File: config.mk
export PLATFORM = sky130hd
export DESIGN_NAME = pwm_multi_ramp
export DESIGN_NICKNAME = d
export VERILOG_FILES = /design/src/rtl/pwm_multi_ramp.sv
export SDC_FILE = /design/constraint.sdc
export NUM_CORES = 1
export LEC_CHECK = 0
export BUFFER_PORTS_ARGS = -buffer_cell sky130_fd_sc_hd__buf_2
export CAP_MARGIN = 20
export CORE_ASPECT_RATIO = 0.9
export CORE_MARGIN = 2
export CORE_UTILIZATION = 55
export CTS_CLUSTER_DIAMETER = 120
export DETAILED_ROUTE_END_ITERATION = 8
export PLACE_DENSITY = 0.71
export SKIP_CTS_REPAIR_TIMING = 1
export SYNTH_ARGS = -nofsm -noshare
export SYNTH_HDL_FRONTEND = slang
export SYNTH_SLANG_ARGS = --single-unit
export TNS_END_PERCENT = 100
File: constraint.sdc
create_clock -name clock -period 7.8 [get_ports clock]
set_input_delay 0.78 -clock clock [delete_from_list [all_inputs] [get_ports clock]]
set_output_delay 0.78 -clock clock [all_outputs]
set_load 0.02 [all_outputs]
File: src/rtl/pwm_multi_ramp.sv
// Multi-channel PWM generator with prescaled counter, boundary-synchronous
// period/duty updates and per-channel soft-start ramping of the active duty.
module pwm_multi_ramp #(
  parameter int unsigned CHANNELS  = 2,
  parameter int unsigned WIDTH     = 8,
  parameter int unsigned PRESCALE  = 1,
  parameter int unsigned RAMP_STEP = 1
) (
  input  logic                      clock,
  input  logic                      reset_n,
  input  logic                      enable,
  input  logic [WIDTH-1:0]          period,
  input  logic [CHANNELS*WIDTH-1:0] duty_in,
  input  logic                      load,
  output logic [CHANNELS-1:0]       pwm,
  output logic                      period_done,
  output logic [CHANNELS-1:0]       at_target
);

  localparam int unsigned PRE_W = (PRESCALE > 1) ? $clog2(PRESCALE) : 1;
  localparam logic [PRE_W-1:0] PRE_MAX = PRE_W'(PRESCALE - 1);
  localparam logic [WIDTH-1:0] STEP    = WIDTH'(RAMP_STEP);
  localparam bit               JUMP    = (RAMP_STEP == 0);

  logic [PRE_W-1:0]                 pre_cnt;
  logic [WIDTH-1:0]                 cnt;
  logic [WIDTH-1:0]                 period_reg;
  logic [CHANNELS-1:0][WIDTH-1:0]   active;
  logic [CHANNELS-1:0][WIDTH-1:0]   target;
  logic [CHANNELS-1:0][WIDTH-1:0]   active_nxt_c;
  logic                             tick_c;
  logic                             boundary_c;

  // Counter advance strobe and end-of-period detection.
  always_comb begin
    tick_c     = enable && (pre_cnt == PRE_MAX);
    boundary_c = tick_c && (cnt == period_reg);
  end

  // Next active duty: jump when within one step (or no ramping), else step toward target.
  // Stepping only when the gap exceeds STEP keeps the arithmetic free of wrap-around.
  always_comb begin
    active_nxt_c = active;
    for (int k = 0; k < int'(CHANNELS); k++) begin
      if (target[k] >= active[k]) begin
        if (JUMP || ((target[k] - active[k]) <= STEP)) active_nxt_c[k] = target[k];
        else                                           active_nxt_c[k] = active[k] + STEP;
      end else begin
        if (JUMP || ((active[k] - target[k]) <= STEP)) active_nxt_c[k] = target[k];
        else                                           active_nxt_c[k] = active[k] - STEP;
      end
    end
  end

  // Prescaler, period counter, period capture and boundary pulse.
  always_ff @(posedge clock or negedge reset_n) begin
    if (!reset_n) begin
      pre_cnt     <= '0;
      cnt         <= '0;
      period_reg  <= '1;
      period_done <= 1'b0;
    end else if (!enable) begin
      pre_cnt     <= '0;
      cnt         <= '0;
      period_done <= 1'b0;
    end else begin
      pre_cnt     <= tick_c ? '0 : pre_cnt + PRE_W'(1);
      period_done <= boundary_c;
      if (tick_c) cnt <= boundary_c ? '0 : cnt + WIDTH'(1);
      if (boundary_c) period_reg <= period;
    end
  end

  // Per-channel target capture, boundary ramp of active duty and PWM compare.
  always_ff @(posedge clock or negedge reset_n) begin
    if (!reset_n) begin
      active <= '0;
      target <= '0;
      pwm    <= '0;
    end else begin
      for (int k = 0; k < int'(CHANNELS); k++) begin
        if (load) target[k] <= duty_in[k*WIDTH +: WIDTH];
        if (!enable)         active[k] <= '0;
        else if (boundary_c) active[k] <= active_nxt_c[k];
        pwm[k] <= enable && (cnt < active[k]);
      end
    end
  end

  // Channel has settled on its target.
  always_comb begin
    for (int k = 0; k < int'(CHANNELS); k++) at_target[k] = (active[k] == target[k]);
  end

endmodule
* Yosys cells after proc, flatten, opt, wreduce, memory -nomap -nowiden
Cells that the tools add are included. W data, S select, Z words.
Word-level totals: bits in registers 52, bits in latches 0, memory bits (writable) 0, ROM bits 0, input bits 28, output and inout port bits 5, word-level logic and storage cells 54, memories 0
Operators by class: add/sub/neg operators 10, multiply operators 0, divide/modulo/power cells 0, magnitude comparators 8, eq/ne operators 5, shifts and indexed selects 0, multiplexer cells 16, bitwise gates (word level) 1, reductions and logical operators 5
Operators by type and width (number):
- $mux W8 | 13
- $le A8 B1 Y1 const B | 4
- $sub A8 B8 Y8 | 4
- $add A8 B1 Y8 const B | 3
- $eq A8 B8 Y1 | 3
- $ge A8 B8 Y1 | 2
- $lt A8 B8 Y1 | 2
- $sub A8 B1 Y8 const B | 2
- $logic_and A1 B1 Y1 | 4
- $ne A2 B1 Y1 const B | 2
- $mux W1 | 3
- $reduce_and A2 Y1 | 1
- $add A1 B1 Y1 const B | 1
- $not A1 Y1 | 1

* Logic depth before layout (Yosys ltp)
depth after elaboration 6, gate-level depth with buffers 12, depth with buffers taken out 12

* Worst setup path before layout
No wires, ideal clock.
path type register to register, from reg active[5] in the netlist's numbering, to reg active[2] in the netlist's numbering, library setup time 0.124 ns, data arrival time 2.885 ns, data required time 7.676 ns, path slack 4.791 ns, stages on the path, launching flop included 13, path buffers 2, clock period less this slack 3.009 ns, cells stage by stage dfrtp_1 clkbuf_1 inv_1 ha_1 buf_4 nand4_2 a21oi_1 or4_4 a2111oi_4 a32oi_4 or2_1 a32oi_1 nand2_1
Between the ends: word-level cells in the longest chain between the ends 6, elaborated cells between the ends (all ways) 10, those cells by class 2 x add/sub; 3 x order compare; 5 x mux
RTL lines:
- from (decl) | line 28 | logic [CHANNELS-1:0][WIDTH-1:0] active;
- from (signal, indexed assignment) | line 84 | else if (boundary_c) active[k] <= active_nxt_c[k];
- $sub A8 B8 Y8, on equally long branches | line 49, 46
- $le A8 B1 Y1, on equally long branches | line 49, 46
- $mux W8, on equally long branches | line 49, 46
- $mux W8 (*) | line 45 | if (target[k] >= active[k]) begin
- $mux W8 (*) | line 84
- $mux W8 (*) | line 83 | if (!enable) active[k] <= '0;
Mark *: on every way between the ends. The rest lies on a longest branch, timed or not. The select of a mux whose other input is x is not followed. A chain may end at the register's enable or synchronous reset.

* Worst setup path after layout
from reg active[0] in the netlist's numbering, to reg active[2] in the netlist's numbering
Same word-level chain as after synthesis.

==> flow_summary_export.csv <==
group,metric,value,unit
placed_design,placed_cells,664,
synthesis,yosysTopAreaCellShare,0.2359,
synthesis,yosys_warnings,0,
placed_design,portBuffers,32,
synthesis,synth_nets,632,
die,die_y,91.40,µm
synthesis,synth_seq_cells,52,
cts,clk_pin_slew,0.11,ns
pwr,vdd_drop_max,0.1556,mV
synthesis,synthMostInstantiatedCell,"nand2_1",
worst_setup_path,setup.worst_path.class,"register to register",
timing,worstMarginPinSlew,0.9625,ns
pwr,p_per_area,197.5,nW/µm²
synthesis,synthArstFlopShare,1.000,
timing,fin_crit_sh,0.4480,
cts,cts_buffer_depth,2,
global_routing,grt_pass1_wl,18930,µm
drt,viasPerCell,5.994,
worst_setup_path,cp.required,8.01,ns
cts,cts_root_buf,"clkbuf_8",
layout,nets,653,
worst_setup_path,cp.arrival,3.70,ns
global_routing,grt_pass1_vias,3745,
cts,htree_levels,2,
layout,areaGrowthSynthToFinish,6.593,%
drt,drc,0,
timing,whs,0.3562,ns
global_routing,grt_max_degree,39,
cts,clk_latency,0.32,ns
drt,drt-total-wl,11420,µm
timing,slew_violations,0,
cts,cts.sinks,52,
placed_design,gp_congestion,0.9280,
die,dieArea,9241,µm²
synthesis,synth_top_area_cell,"dfrtp_1",
cts,cts_made_buffers,5,
synthesis,synth_cells,551,
timing,min_period,3.494,ns
timing,finalSetupTns,0,ns
drt,ant_nets,0,
global_routing,overflow,0,
worst_setup_path,r2r-start,"active[0]",
global_routing,antenna_found_initial,0,
global_routing,track_usage,0.2555,
cts,cts_tree,"done",
layout,diodes,0,
pwr,combPwrFrac,0.459,
pwr,switchingPower,0.0004087,W
drt,wl_per_cell,16.99,µm
timing,max_freq,286.2,MHz
pwr,power_frac_clock,0.175,
drt,dr.pass1.iters,5,
timing,hold_viol_final,0,
synthesis,synth_common_cells,"65 x nand2_1, 49 x ha_1, 44 x dfrtp_1, 43 x inv_1, 39 x o21ai_0",
worst_setup_path,cp-end-kind,"register",
drt,vias,4028,
worst_setup_path,startpoint,"active[0]",
placed_design,place_ws,4.338,ns
pwr,p_leak,2.204,nW
pwr,swShare,0.4159,
status,status,"finished clean",
timing,rsz0062_at_grt,"false",
job,maxCapViolCount,0,
timing,setup_ws,4.306,ns
worst_setup_path,cp_max_fo,7,
die,die_w,101.1,µm
synthesis,synth_edf_count,0,
synthesis,synthDistinctLibCells,64,
layout,drive_gt1_frac,0.1257,
synthesis,yosys_most_used_dff,"dfrtp_1",
die,io_pins,33,
layout,biggestRegsByFlops,"active x16, target x16",
pwr,p_seq_frac,0.366,
timing,setup_violations,0,
timing,fin_skew,0.005392,ns
drt,drt_first_iter_violations,331,
die,start_util,0.5731,
synthesis,syn-cell-area,4668,µm²
pwr,intPower,0.0005739,W
timing,slew_headroom,0.3534,
layout,stdcell_count,672,
synthesis,seq_area_frac_synth,0.2809,
synthesis,synthTopCellsByArea,"dfrtp_1 24%, ha_1 13%, nand2_1 5.2%",
die,num_rows,31,
worst_setup_path,crit_path_start_kind,"register",
min_path,hp-class,"input port to asynchronous set/reset pin",
pwr,finalPower,0.0009826,W
synthesis,syn-mean-instance-area,8.472,µm²
placed_design,hpwl,8671,µm
die,fp.coreArea,8145,µm²
layout make-up:
cell class              instances  area, µm²
clock buffers                   5      68.82
clock inverters                 3      27.53
fillers                       739       3169
inverters                      43      161.4
multi-input cells             436       3108
flip-flops and latches         52       1311
well taps                      99      123.9
repair buffers                 34      175.2
power by group through the flow:
stage / Clock (W) / Combinational [W] / Sequential [W]
global placement: 0 / 0.000436 / 0.000362
detailed placement: 0 / 0.000444 / 0.000365
floorplan: 0 / 0.000354 / 0.000356
finish: 0.000172 / 0.000451 / 0.000359
global route: 0.000183 / 0.000500 / 0.000366
CTS: 0.000175 / 0.000447 / 0.000359
cells by family after synthesis:
family,after synthesis,synth area share
AO/OA/AOI/OAI,145,0.2179
XOR/XNOR,34,0.06379
adder cells (fa/ha/maj),53,0.1485
buffers and inverters,63,0.05441
flip-flops,52,0.2809
multiplexers,13,0.03029
other,1,0.0008033
AND/OR/NAND/NOR,190,0.2034
critical path, cell delays in order, from the launching register on:
cell and delay (ns):
dfrtp_1 0.46, inv_1 0.18, ha_1 0.20, inv_1 0.05, fa_1 0.40, xor2_1 0.16, a2111oi_0 0.42, o211ai_1 0.22
a2111oi_4 0.60, a32oi_4 0.17, or2_1 0.27, a32oi_1 0.17, nand2_1 0.07
layout by cell type (no fill, tap or decap), types with 3 or more instances in the layout:
cell type  count
or3_1          4
a21o_1        18
inv_1         43
o22ai_1        4
dfstp_2        8
clkbuf_8       5
mux2i_1        7
o21a_1         6
xor2_1         9
a211oi_1       6
nand2b_1      13
and3_1         5
ha_1          49
o31ai_1        7
nand3b_1       4
nor2_1        28
buf_2         32
nand2_1       65
nand4_1        4
a221oi_1       4
a221o_1        3
a31oi_1        5
mux2_2         5
a21oi_1       26
dfrtp_1       44
nand3_1       24
nor2b_1        5
nor4_1         3
o21ai_0       39
a2111oi_0      3
o21ai_1        4
nor3_1        21
fa_1           4
xnor2_1       25
final timing paths:
kind,endpoint,slack [ns],depth (start not counted)
worst max-delay path,active[2],4.31,12
worst min-delay path,target[4],0.36,1
worst max register to register,active[2],4.31,12
worst min register to register,period_reg[3],0.47,2
max in group asynchronous,period_reg[3],6.60,2
min in group clock,period_reg[3],0.47,2
routing by layer:
layer	track usage	wire (µm)
met3	0.03387	710
met2	0.3720	4751
met4	0.04167	126
met5	0	0
met1	0.4058	5829
through the flow:
| stage | util | cell area [µm²] |
|---|---|---|
| final | 0.6109 | 4976 |
| after global routing | 0.6109 | 4976 |
| after CTS | 0.6109 | 4976 |
| after detailed placement | 0.5991 | 4880 |
| after global placement | 0.5991 | 4880 |
| after floorplan | - | 4668 |
Power figures use the tool's default switching activity.
